$ cat config.mk
export PLATFORM = sky130hd
export DESIGN_NAME = multicycle_ctrl_flat
export DESIGN_NICKNAME = d
export VERILOG_FILES = /design/src/rtl/multicycle_ctrl_if.sv /design/src/rtl/multicycle_ctrl.sv /design/src/flat_wrapper.sv
export SDC_FILE = /design/constraint.sdc
export NUM_CORES = 1
export LEC_CHECK = 0
export CORE_UTILIZATION = 30
export CTS_BUF_LIST = sky130_fd_sc_hd__clkbuf_8
export CTS_CLUSTER_DIAMETER = 50
export CTS_CLUSTER_SIZE = 28
export DETAILED_ROUTE_END_ITERATION = 8
export GPL_ROUTABILITY_DRIVEN = 0
export PLACE_DENSITY = 0.83
export SLEW_MARGIN = 5
export SYNTH_ARGS = -nofsm -noshare
export SYNTH_HDL_FRONTEND = slang
export SYNTH_SLANG_ARGS = --single-unit
$ cat constraint.sdc
create_clock -name clk -period 1.5 [get_ports clk]
set_clock_uncertainty 0.05 [all_clocks]
set_input_delay 0.3 -clock clk [delete_from_list [all_inputs] [get_ports clk]]
set_output_delay 0.3 -clock clk [all_outputs]
set_load 0.005 [all_outputs]
$ cat src/rtl/multicycle_ctrl_if.sv
// Control bundle between the multi-cycle RV32I controller and its datapath.
// The controller side is "master": it reads decode/status and drives every enable and mux.
interface multicycle_ctrl_if #(
   parameter int INSTR_WIDTH    = 32,
   parameter int ALU_CTRL_WIDTH = 3
);
   logic [INSTR_WIDTH-1:0]    instr;
   logic                      Zero;
   logic                      mem_ready;
   logic                      PCWrite;
   logic                      IRWrite;
   logic                      AdrSrc;
   logic                      MemWrite;
   logic                      RegWrite;
   logic [1:0]                ResultSrc;
   logic [1:0]                ALUSrcA;
   logic [1:0]                ALUSrcB;
   logic [ALU_CTRL_WIDTH-1:0] ALUControl;
   logic [1:0]                ImmSrc;
   logic                      instr_done;
   logic                      illegal;

   modport master (
      input  instr, Zero, mem_ready,
      output PCWrite, IRWrite, AdrSrc, MemWrite, RegWrite, ResultSrc,
             ALUSrcA, ALUSrcB, ALUControl, ImmSrc, instr_done, illegal
   );

   modport slave (
      output instr, Zero, mem_ready,
      input  PCWrite, IRWrite, AdrSrc, MemWrite, RegWrite, ResultSrc,
             ALUSrcA, ALUSrcB, ALUControl, ImmSrc, instr_done, illegal
   );
endinterface

$ cat src/rtl/multicycle_ctrl.sv
// Main control FSM of the multi-cycle RV32I core: fetch/decode/execute/memory/writeback
// sequencing over a shared ALU and unified memory, stalling on mem_ready.
module multicycle_ctrl #(
   parameter int INSTR_WIDTH    = 32,
   parameter int ALU_CTRL_WIDTH = 3
) (
   input  logic                 clk,
   input  logic                 rst,
   multicycle_ctrl_if.master    bus
);

   typedef enum logic [3:0] {
      S_FETCH, S_DECODE, S_MEMADR, S_MEMREAD, S_MEMWB, S_MEMWRITE,
      S_EXECR, S_EXECI, S_ALUWB, S_BRANCH, S_JAL
   } state_t;

   localparam logic [6:0] OP_LOAD  = 7'b0000011;
   localparam logic [6:0] OP_STORE = 7'b0100011;
   localparam logic [6:0] OP_RTYPE = 7'b0110011;
   localparam logic [6:0] OP_ITYPE = 7'b0010011;
   localparam logic [6:0] OP_BRAN  = 7'b1100011;
   localparam logic [6:0] OP_JAL   = 7'b1101111;

   localparam logic [ALU_CTRL_WIDTH-1:0] ALU_ADD = ALU_CTRL_WIDTH'(3'b000);
   localparam logic [ALU_CTRL_WIDTH-1:0] ALU_SUB = ALU_CTRL_WIDTH'(3'b001);
   localparam logic [ALU_CTRL_WIDTH-1:0] ALU_AND = ALU_CTRL_WIDTH'(3'b010);
   localparam logic [ALU_CTRL_WIDTH-1:0] ALU_OR  = ALU_CTRL_WIDTH'(3'b011);
   localparam logic [ALU_CTRL_WIDTH-1:0] ALU_SLT = ALU_CTRL_WIDTH'(3'b101);

   state_t r_state;
   state_t w_next;

   logic [6:0] w_opcode;
   logic [2:0] w_funct3;
   logic       w_funct7b5;

   assign w_opcode   = bus.instr[6:0];
   assign w_funct3   = bus.instr[14:12];
   assign w_funct7b5 = bus.instr[30];

   // Only R-type honours funct7b5; addi with a negative immediate must stay an add.
   function automatic logic [ALU_CTRL_WIDTH-1:0] alu_decode(
      input logic [2:0] f3, input logic is_rtype, input logic f7b5);
      case (f3)
         3'b000:  alu_decode = (is_rtype && f7b5) ? ALU_SUB : ALU_ADD;
         3'b010:  alu_decode = ALU_SLT;
         3'b110:  alu_decode = ALU_OR;
         3'b111:  alu_decode = ALU_AND;
         default: alu_decode = ALU_ADD;
      endcase
   endfunction

   function automatic logic [1:0] imm_decode(input logic [6:0] op);
      case (op)
         OP_LOAD, OP_ITYPE: imm_decode = 2'b00;
         OP_BRAN:           imm_decode = 2'b01;
         OP_STORE:          imm_decode = 2'b10;
         OP_JAL:            imm_decode = 2'b11;
         default:           imm_decode = 2'b00;
      endcase
   endfunction

   always_ff @(posedge clk or posedge rst) begin
      if (rst) r_state <= S_FETCH;
      else     r_state <= w_next;
   end

   always_comb begin
      w_next = r_state;
      case (r_state)
         S_FETCH:    if (bus.mem_ready) w_next = S_DECODE;
         S_DECODE: begin
            case (w_opcode)
               OP_LOAD, OP_STORE: w_next = S_MEMADR;
               OP_RTYPE:          w_next = S_EXECR;
               OP_ITYPE:          w_next = S_EXECI;
               OP_BRAN:           w_next = S_BRANCH;
               OP_JAL:            w_next = S_JAL;
               default:           w_next = S_FETCH;
            endcase
         end
         S_MEMADR:   w_next = (w_opcode == OP_LOAD) ? S_MEMREAD : S_MEMWRITE;
         S_MEMREAD:  if (bus.mem_ready) w_next = S_MEMWB;
         S_MEMWB:    w_next = S_FETCH;
         S_MEMWRITE: if (bus.mem_ready) w_next = S_FETCH;
         S_EXECR:    w_next = S_ALUWB;
         S_EXECI:    w_next = S_ALUWB;
         S_ALUWB:    w_next = S_FETCH;
         S_BRANCH:   w_next = S_FETCH;
         S_JAL:      w_next = S_ALUWB;
         default:    w_next = S_FETCH;
      endcase
   end

   logic                      w_pcwrite, w_irwrite, w_adrsrc, w_memwrite, w_regwrite;
   logic [1:0]                w_resultsrc, w_srca, w_srcb, w_immsrc;
   logic [ALU_CTRL_WIDTH-1:0] w_aluctrl;
   logic                      w_done, w_illegal;

   always_comb begin
      w_pcwrite   = 1'b0;
      w_irwrite   = 1'b0;
      w_adrsrc    = 1'b0;
      w_memwrite  = 1'b0;
      w_regwrite  = 1'b0;
      w_resultsrc = 2'b00;
      w_srca      = 2'b00;
      w_srcb      = 2'b00;
      w_aluctrl   = ALU_ADD;
      w_immsrc    = imm_decode(w_opcode);
      w_done      = 1'b0;
      w_illegal   = 1'b0;
      case (r_state)
         S_FETCH: begin
            w_srcb      = 2'b10;
            w_resultsrc = 2'b10;
            w_irwrite   = bus.mem_ready;
            w_pcwrite   = bus.mem_ready;
         end
         S_DECODE: begin
            w_srca = 2'b01;
            w_srcb = 2'b01;
            case (w_opcode)
               OP_LOAD, OP_STORE, OP_RTYPE, OP_ITYPE, OP_BRAN, OP_JAL: ;
               default: begin
                  w_illegal = 1'b1;
                  w_done    = 1'b1;
               end
            endcase
         end
         S_MEMADR: begin
            w_srca = 2'b10;
            w_srcb = 2'b01;
         end
         S_MEMREAD: w_adrsrc = 1'b1;
         S_MEMWB: begin
            w_resultsrc = 2'b01;
            w_regwrite  = 1'b1;
            w_done      = 1'b1;
         end
         S_MEMWRITE: begin
            w_adrsrc   = 1'b1;
            w_memwrite = 1'b1;
            w_done     = bus.mem_ready;
         end
         S_EXECR: begin
            w_srca    = 2'b10;
            w_aluctrl = alu_decode(w_funct3, 1'b1, w_funct7b5);
         end
         S_EXECI: begin
            w_srca    = 2'b10;
            w_srcb    = 2'b01;
            w_aluctrl = alu_decode(w_funct3, 1'b0, w_funct7b5);
         end
         S_ALUWB: begin
            w_regwrite = 1'b1;
            w_done     = 1'b1;
         end
         S_BRANCH: begin
            w_srca    = 2'b10;
            w_aluctrl = ALU_SUB;
            w_done    = 1'b1;
            if (w_funct3 == 3'b000)      w_pcwrite = bus.Zero;
            else if (w_funct3 == 3'b001) w_pcwrite = ~bus.Zero;
         end
         S_JAL: begin
            w_srca    = 2'b01;
            w_srcb    = 2'b10;
            w_pcwrite = 1'b1;
         end
         default: ;
      endcase
      // Reset is asynchronous, so the datapath must see quiet controls without waiting for a clock.
      if (rst) begin
         w_pcwrite   = 1'b0;
         w_irwrite   = 1'b0;
         w_adrsrc    = 1'b0;
         w_memwrite  = 1'b0;
         w_regwrite  = 1'b0;
         w_resultsrc = 2'b00;
         w_srca      = 2'b00;
         w_srcb      = 2'b00;
         w_aluctrl   = ALU_ADD;
         w_immsrc    = 2'b00;
         w_done      = 1'b0;
         w_illegal   = 1'b0;
      end
   end

   assign bus.PCWrite    = w_pcwrite;
   assign bus.IRWrite    = w_irwrite;
   assign bus.AdrSrc     = w_adrsrc;
   assign bus.MemWrite   = w_memwrite;
   assign bus.RegWrite   = w_regwrite;
   assign bus.ResultSrc  = w_resultsrc;
   assign bus.ALUSrcA    = w_srca;
   assign bus.ALUSrcB    = w_srcb;
   assign bus.ALUControl = w_aluctrl;
   assign bus.ImmSrc     = w_immsrc;
   assign bus.instr_done = w_done;
   assign bus.illegal    = w_illegal;

   // ALU_AND and ALU_OR are referenced so every encoding is named in one place.
   logic w_enc_ok;
   assign w_enc_ok = (ALU_AND != ALU_OR);

   always_comb begin
      assert (rst || w_enc_ok);
   end

endmodule

$ cat src/flat_wrapper.sv
// flat-port wrapper written by rule: the top's interface ports become plain ports
module multicycle_ctrl_flat 
#(
   parameter int INSTR_WIDTH    = 32,
   parameter int ALU_CTRL_WIDTH = 3
)
  (clk, rst, bus_instr, bus_Zero, bus_mem_ready, bus_PCWrite, bus_IRWrite, bus_AdrSrc, bus_MemWrite, bus_RegWrite, bus_ResultSrc, bus_ALUSrcA, bus_ALUSrcB, bus_ALUControl, bus_ImmSrc, bus_instr_done, bus_illegal);
  multicycle_ctrl_if #(.INSTR_WIDTH(INSTR_WIDTH), .ALU_CTRL_WIDTH(ALU_CTRL_WIDTH)) bus_i ();
  input  logic clk;
  input  logic rst;
  input wire logic [$bits(bus_i.instr)-1:0] bus_instr;
  input wire logic [$bits(bus_i.Zero)-1:0] bus_Zero;
  input wire logic [$bits(bus_i.mem_ready)-1:0] bus_mem_ready;
  output wire logic [$bits(bus_i.PCWrite)-1:0] bus_PCWrite;
  output wire logic [$bits(bus_i.IRWrite)-1:0] bus_IRWrite;
  output wire logic [$bits(bus_i.AdrSrc)-1:0] bus_AdrSrc;
  output wire logic [$bits(bus_i.MemWrite)-1:0] bus_MemWrite;
  output wire logic [$bits(bus_i.RegWrite)-1:0] bus_RegWrite;
  output wire logic [$bits(bus_i.ResultSrc)-1:0] bus_ResultSrc;
  output wire logic [$bits(bus_i.ALUSrcA)-1:0] bus_ALUSrcA;
  output wire logic [$bits(bus_i.ALUSrcB)-1:0] bus_ALUSrcB;
  output wire logic [$bits(bus_i.ALUControl)-1:0] bus_ALUControl;
  output wire logic [$bits(bus_i.ImmSrc)-1:0] bus_ImmSrc;
  output wire logic [$bits(bus_i.instr_done)-1:0] bus_instr_done;
  output wire logic [$bits(bus_i.illegal)-1:0] bus_illegal;
  assign bus_i.instr = bus_instr;
  assign bus_i.Zero = bus_Zero;
  assign bus_i.mem_ready = bus_mem_ready;
  assign bus_PCWrite = bus_i.PCWrite;
  assign bus_IRWrite = bus_i.IRWrite;
  assign bus_AdrSrc = bus_i.AdrSrc;
  assign bus_MemWrite = bus_i.MemWrite;
  assign bus_RegWrite = bus_i.RegWrite;
  assign bus_ResultSrc = bus_i.ResultSrc;
  assign bus_ALUSrcA = bus_i.ALUSrcA;
  assign bus_ALUSrcB = bus_i.ALUSrcB;
  assign bus_ALUControl = bus_i.ALUControl;
  assign bus_ImmSrc = bus_i.ImmSrc;
  assign bus_instr_done = bus_i.instr_done;
  assign bus_illegal = bus_i.illegal;
  multicycle_ctrl #(.INSTR_WIDTH(INSTR_WIDTH), .ALU_CTRL_WIDTH(ALU_CTRL_WIDTH)) u_core (.clk(clk), .rst(rst), .bus(bus_i));
endmodule
==> metrics.txt, run 1 <==
ant diodes=0; # setup viols final=22; Final HPWL DP=2010 um; Relative slew margins=74.1%; synthesized area=659 um2; cell leakage power=0.000872 uW; first-pass GRT wire length=6230 um; Final Util=95.3%; aggregate global-route resource usage=33.4%; Finished Layout Cells=230; Worst-Skew Late Latency=230 ps; CP endpoint kind=output pin; Initial Util=32.6%; CP Max Fanout=7; die area=2390 um2; max FFs per register=4; Routed WL per cell=23.4 um; Worst Path Arrival=1670 ps; cts bufs inserted=3; Ys Warns=0; Yosys top cell area share=15.2%; number of buffers added on ports=32; max-cap violation count=0; fin crit share=135%; clk sinks=4; TritonCTS clock tree=yes; drt total wl=5380 um; failing checks=setup timing; total core area=2020 um2; Max Clock Freq=495 MHz; dpl cells=198; slowest stage cell on the critical path=dfrtp_2; delay-heaviest family, CP=flip-flops; maximum VDD drop=0.671 mV; power density over cell area=416 nW/um2; H-tree depth=1; most common cell after layout, fill and taps aside=buf_4; synthesized area per cell=6.46 um2; initial drt markers=61; Synth Net Count=138; buffers plus inverters on the worst setup path=2; CP Class=reg -> out; initial antenna violation count=0; area leader, netlist=dfrtp_1; Yosys reg bits=4; Worst Tran Pin Value=384 ps; DRC errors left=0; status=finished, violations left; worst setup margin=-520 ps; Max Slew Vio Count=0; Largest Register=u_core.r_state; Register Area=104 um2; Post-CTS Hold Buffers=0; Synth Instances=102; CP startpoint=u_core.r_state[2]; Layout area overhead=192%; vias per cell=6.20; CP cell instances=inv_2, nor4_4, o21ai_2, a21oi_1, buf_2; root buf cell=clkbuf_8; Reg-to-Reg Start=u_core.r_state[1]; antenna-violating nets left=0; leading cell types in the layout, fill and taps excluded=42 x buf_4, 28 x buf_6, 19 x buf_2; clock buffer depth=2; Nets=241; Multi-input gate area=843 um2; First-pass DRT Iterations=4; Worst setup SP type=flip-flop; max incr delay on CP=490 ps; layout cells sized above 1=75.4%; # rows=16; setup TNS=-5640 ps; grt ovf=0; fillcell total=57; Required @ worst endpoint=1150 ps; Chip Width=48.9 um; largest net degree at the start of global routing=8; Placed Area=1320 um2; Tmin final=2020 ps; via count=1425; Final Cell Area=1930 um2; Tightest Hold Check Type=in -> async; Yosys cell types=38; io pins=54; Seq/Total Area, Yosys=15.2%; vias in the first global route=1314; Worst-path clk slew=40 ps; unrepaired setup endpoints after global routing=yes; Hold Worst Slack=334 ps; top flop regs=u_core.r_state (4); largest cells by area after synthesis=dfrtp_1 15%, nor2_1 7.4%, a21oi_1 6.1%, nand2b_1 5.7%, nor3_1 5.3%; die height=48.9 um; final hold viol count=0
## metrics by stage
| step | setup slack, ps | power, uW |
|---|---|---|
| 2_1_floorplan | 13.0 | 207 |
| 3_3_place_gp | -900 | 353 |
| 3_5_place_dp | -1020 | 362 |
| 4_1_cts | -300 | 679 |
| 5_1_grt | -500 | 820 |
| 6_report | -520 | 801 |
## cell usage after synthesis
library cell  number
a2111oi_0          1
a211oi_1           1
a21boi_1           1
a21o_2             1
a21oi_1            8
a22oi_1            1
and3_1             1
and3b_2            1
buf_2              1
buf_4              1
clkbuf_1           4
dfrtp_1            4
inv_1              5
nand2_1            7
nand2b_1           6
nand3_1            4
nand4_1            2
nor2_1            13
nor2b_1            1
nor3_1             7
nor3b_1            3
nor4_1             4
o21a_1             1
o21ai_0            7
o21ai_1            1
o22ai_1            2
o2bb2ai_1          1
o31a_1             1
o32ai_1            1
o41a_1             1
o41ai_1            1
or2_2              1
or3_1              1
or3_4              1
or4_1              1
or4b_1             1
xnor2_1            3
xor2_1             1
## timing repair
action	CTS	global route
pin swaps	39	18
setup endpoints to repair	22	22
resized for setup	171	32
setup buffers	19	10
## report_power, final
group          leakage (uW)  internal, uW  switching, uW  total (uW)
logic              0.000801           224            206         430
registers         0.0000497           112           6.24         119
clock network     0.0000216           173           79.3         253
## cells by family after synthesis
kind of cell,after synthesis,synth area share (%)
AOI/OAI and AO/OA,29,28.3
xor gates and xnor gates,4,5.31
buffers and inverters,11,7.02
DFF,4,15.2
and+or+nand+nor,54,44.2
## layer usage
metal  share of wire (%)  wire length (um)  GRT usage (%)  vias to the layer above
li1                    -                 -              -                      580
met1                  33              1760           34.7                      637
met2                  48              2560           67.1                      144
met3                 8.8               472           3.12                       64
met4                  11               582           13.2                        0
met5                   0                 0              0                        -
## layout make-up
cell class | count | area share [%]
Clock buffer | 3 | 2.14
Inverter | 5 | 0.974
Multi-Input combinational cell | 87 | 43.8
Sequential cell | 4 | 5.39
Tap cell | 27 | 1.75
Timing Repair Buffer | 104 | 46.0
## worst register-to-register path: stages, from the launching register on
cell	delay (ps)
dfrtp_1	400
buf_6	160
buf_6	120
or4b_4	570
nor3_2	140
o22ai_1	100
o2bb2ai_1	150
## path summary, 6_finish.rpt
check	endpoint	slack, ps	depth (start not counted)
setup / recovery	bus_ALUControl[0]	-520	5
max in group asynchronous	u_core.r_state[2]	950	4
setup reg to reg	u_core.r_state[2]	-290	6
min in group clk	u_core.r_state[1]	530	4
hold reg to reg	u_core.r_state[1]	870	4
hold / removal	u_core.r_state[1]	330	4
Note: power is estimated with default switching activity, not from simulation.
==> run 2: changes to the inputs <==
--- a/config.mk
+++ b/config.mk
@@ -10,7 +10,7 @@
 export CTS_CLUSTER_DIAMETER = 50
 export CTS_CLUSTER_SIZE = 28
 export DETAILED_ROUTE_END_ITERATION = 8
-export GPL_ROUTABILITY_DRIVEN = 0
+export GPL_ROUTABILITY_DRIVEN = 1
 export PLACE_DENSITY = 0.83
 export SLEW_MARGIN = 5
 export SYNTH_ARGS = -nofsm -noshare
==> results of run 2 <==
The final DEF is identical to that of run 1; final timing and power are the same.
==> run 3: changes to the inputs <==
--- a/config.mk
+++ b/config.mk
@@ -5,13 +5,13 @@
 export SDC_FILE = /design/constraint.sdc
 export NUM_CORES = 1
 export LEC_CHECK = 0
-export CORE_UTILIZATION = 30
+export CORE_UTILIZATION = 33
 export CTS_BUF_LIST = sky130_fd_sc_hd__clkbuf_8
 export CTS_CLUSTER_DIAMETER = 50
 export CTS_CLUSTER_SIZE = 28
 export DETAILED_ROUTE_END_ITERATION = 8
 export GPL_ROUTABILITY_DRIVEN = 1
-export PLACE_DENSITY = 0.83
+export PLACE_DENSITY = 0.87
 export SLEW_MARGIN = 5
 export SYNTH_ARGS = -nofsm -noshare
 export SYNTH_HDL_FRONTEND = slang
==> constraint.sdc (replaced) <==
create_clock -name clk -period 2.3 [get_ports clk]
set_clock_uncertainty 0.05 [all_clocks]
set_input_delay 0.46 -clock clk [delete_from_list [all_inputs] [get_ports clk]]
set_output_delay 0.46 -clock clk [all_outputs]
set_load 0.005 [all_outputs]
==> run 3 against run 2 <==
- the flow now finishes without violations
- clock power is 41% lower
- total power fell by 53%
- cell count fell by 18%
- via count shrank 27%
- first-iteration DRC count is 75% lower
- register-to-register slack better by 790 ps
- sequential share of layout area increased by 2.6 points
- wire length is 51% lower
- die area down 8.7%
- critical endpoint is now bus_AdrSrc
==> metrics.txt, run 3 (synthesis results as in run 1) <==
root buf cell=clkbuf_8; power density over cell area=287 nW/um2 (-31%); drt total wl=2630 um (-51%); Worst Path Arrival=1740 ps (+70 ps); die area=2180 um2 (-8.7%); Worst Tran Pin Value=354 ps (-30.0 ps); Nets=201 (-17%); slowest stage cell on the critical path=clkdlybuf4s50_1; TritonCTS clock tree=yes; Relative slew margins=76.1% (+2.0 points); Layout area overhead=99.1%; CP Max Fanout=8 (+1); maximum VDD drop=0.340 mV (-49%); Register Area=105 um2 (+1.2%); Tmin final=2250 ps; # setup viols final=0 (-100%); vias in the first global route=1004 (-24%); most common cell after layout, fill and taps aside=buf_4; die height=46.7 um (-4.5%); clk sinks=4 (unchanged); Post-CTS Hold Buffers=0 (unchanged); Max Clock Freq=445 MHz; Chip Width=46.7 um (-4.5%); max FFs per register=4 (unchanged); layout cells sized above 1=33.1% (-42 points); cell leakage power=0.000648 uW (-26%); grt ovf=0 (unchanged); CP cell instances=buf_4, xnor2_1, nor3_1, clkdlybuf4s50_1; RD Place Congestion=0.826; Finished Layout Cells=188 (-18%); Final HPWL DP=1860 um (-7.4%); Worst-Skew Late Latency=220 ps (about the same); top flop regs=u_core.r_state (4); Max Slew Vio Count=0 (unchanged); via count=1041 (-27%); Required @ worst endpoint=1790 ps (+640 ps); Multi-input gate area=558 um2 (-34%); H-tree depth=1 (unchanged); # rows=15 (-1); fillcell total=141 (+150%); Initial Util=36.6% (+4.0 points); initial antenna violation count=0 (unchanged); CP endpoint kind=output pin; setup TNS=0 ps (+5640 ps); largest net degree at the start of global routing=13 (+5); Routed WL per cell=14.0 um (-40%); antenna-violating nets left=0 (unchanged); vias per cell=5.54 (-11%); dpl cells=182 (-8.1%); ant diodes=0 (unchanged); CP Class=reg -> out; Largest Register=u_core.r_state; first-pass GRT wire length=4110 um (-34%); First-pass DRT Iterations=4 (unchanged); io pins=54 (unchanged); Worst-path clk slew=30 ps (about the same); leading cell types in the layout, fill and taps excluded=31 x buf_4, 13 x nor2_1, 12 x dlygate4sd2_1; Final Util=72.8% (-22 points); total core area=1800 um2 (-11%); Worst setup SP type=flip-flop; delay-heaviest family, CP=buffers and inverters; max incr delay on CP=560 ps (+70 ps); initial drt markers=15 (-75%); status=completed; buffers plus inverters on the worst setup path=2 (unchanged); fin crit share=97.6%; aggregate global-route resource usage=25.8% (-7.6 points); cts bufs inserted=3 (unchanged); number of buffers added on ports=32 (unchanged); DRC errors left=0 (unchanged); max-cap violation count=0 (unchanged); Tightest Hold Check Type=in -> async; clock buffer depth=2 (unchanged); final hold viol count=0 (unchanged)
[run 3: cell count changes in the layout (fill, tap and decap cells not counted), sizes merged]
cell           before  now
buf                93   33
clkdlybuf4s50       1   10
dlygate4sd2         8   12
dlymetal6s2s        0    7
[run 3: routing by layer]
metal	part of all wire, %	up-vias	GRT usage (%)	wire, um
li1	-	503	-	-
met1	36	483	26.1	954
met2	54	45	48.1	1420
met3	6.6	10	5.10	172
met4	2.8	0	15.4	74
met5	0	-	0	0
[run 3: per-stage QoR]
step / cell area [um2] / total power (uW) / setup slack (ps) / hold WS, ps
4_1_cts: 1290 / 376 / 16.9 / 474
6_report: 1310 / 377 / 54.5 / 303
3_5_place_dp: 1200 / 225 / -544 / 677
5_1_grt: 1310 / 395 / -2.51 / 340
2_1_floorplan: 659 / 135 / 493 / 190
3_3_place_gp: 1200 / 221 / -451 / 664
[run 3: worst reg2reg max path: stages, from the launching register on]
cell,delay (ps)
dfrtp_2,460
buf_4,180
or4b_1,560
o41ai_1,400
[run 3: area by class of cell]
class / instances / area share, %
well taps: 25 / 2.38
inverters: 5 / 1.43
flip-flops and latches: 4 / 8.01
clock buffers: 3 / 3.15
multi-input cells: 87 / 42.5
repair buffers: 64 / 42.5
[run 3: final timing paths]
check	from	to	slack [ps]	cells past startpoint
worst max-delay path	u_core.r_state[2]	bus_AdrSrc	50	4
worst min-delay path	rst	u_core.r_state[1]	300	3
worst max register to register	u_core.r_state[2]	u_core.r_state[0]	500	3
worst min register to register	u_core.r_state[3]	u_core.r_state[2]	700	3
max in group asynchronous	rst	u_core.r_state[0]	1780	3
min in group clk	bus_instr[4]	u_core.r_state[1]	640	4
[run 3: timing repair]
action | CTS | global route
endpoints found under the setup margin | 18 | 9
resized for setup | 33 | 13
setup buffers | 3 | 0
pin swaps | 5 | 5
[run 3: power by group]
part / switching, uW / total (uW) / internal (uW)
combinational: 66.0 / 151 / 84.7
sequential: 4.08 / 77.6 / 73.5
clock: 37.4 / 149 / 112
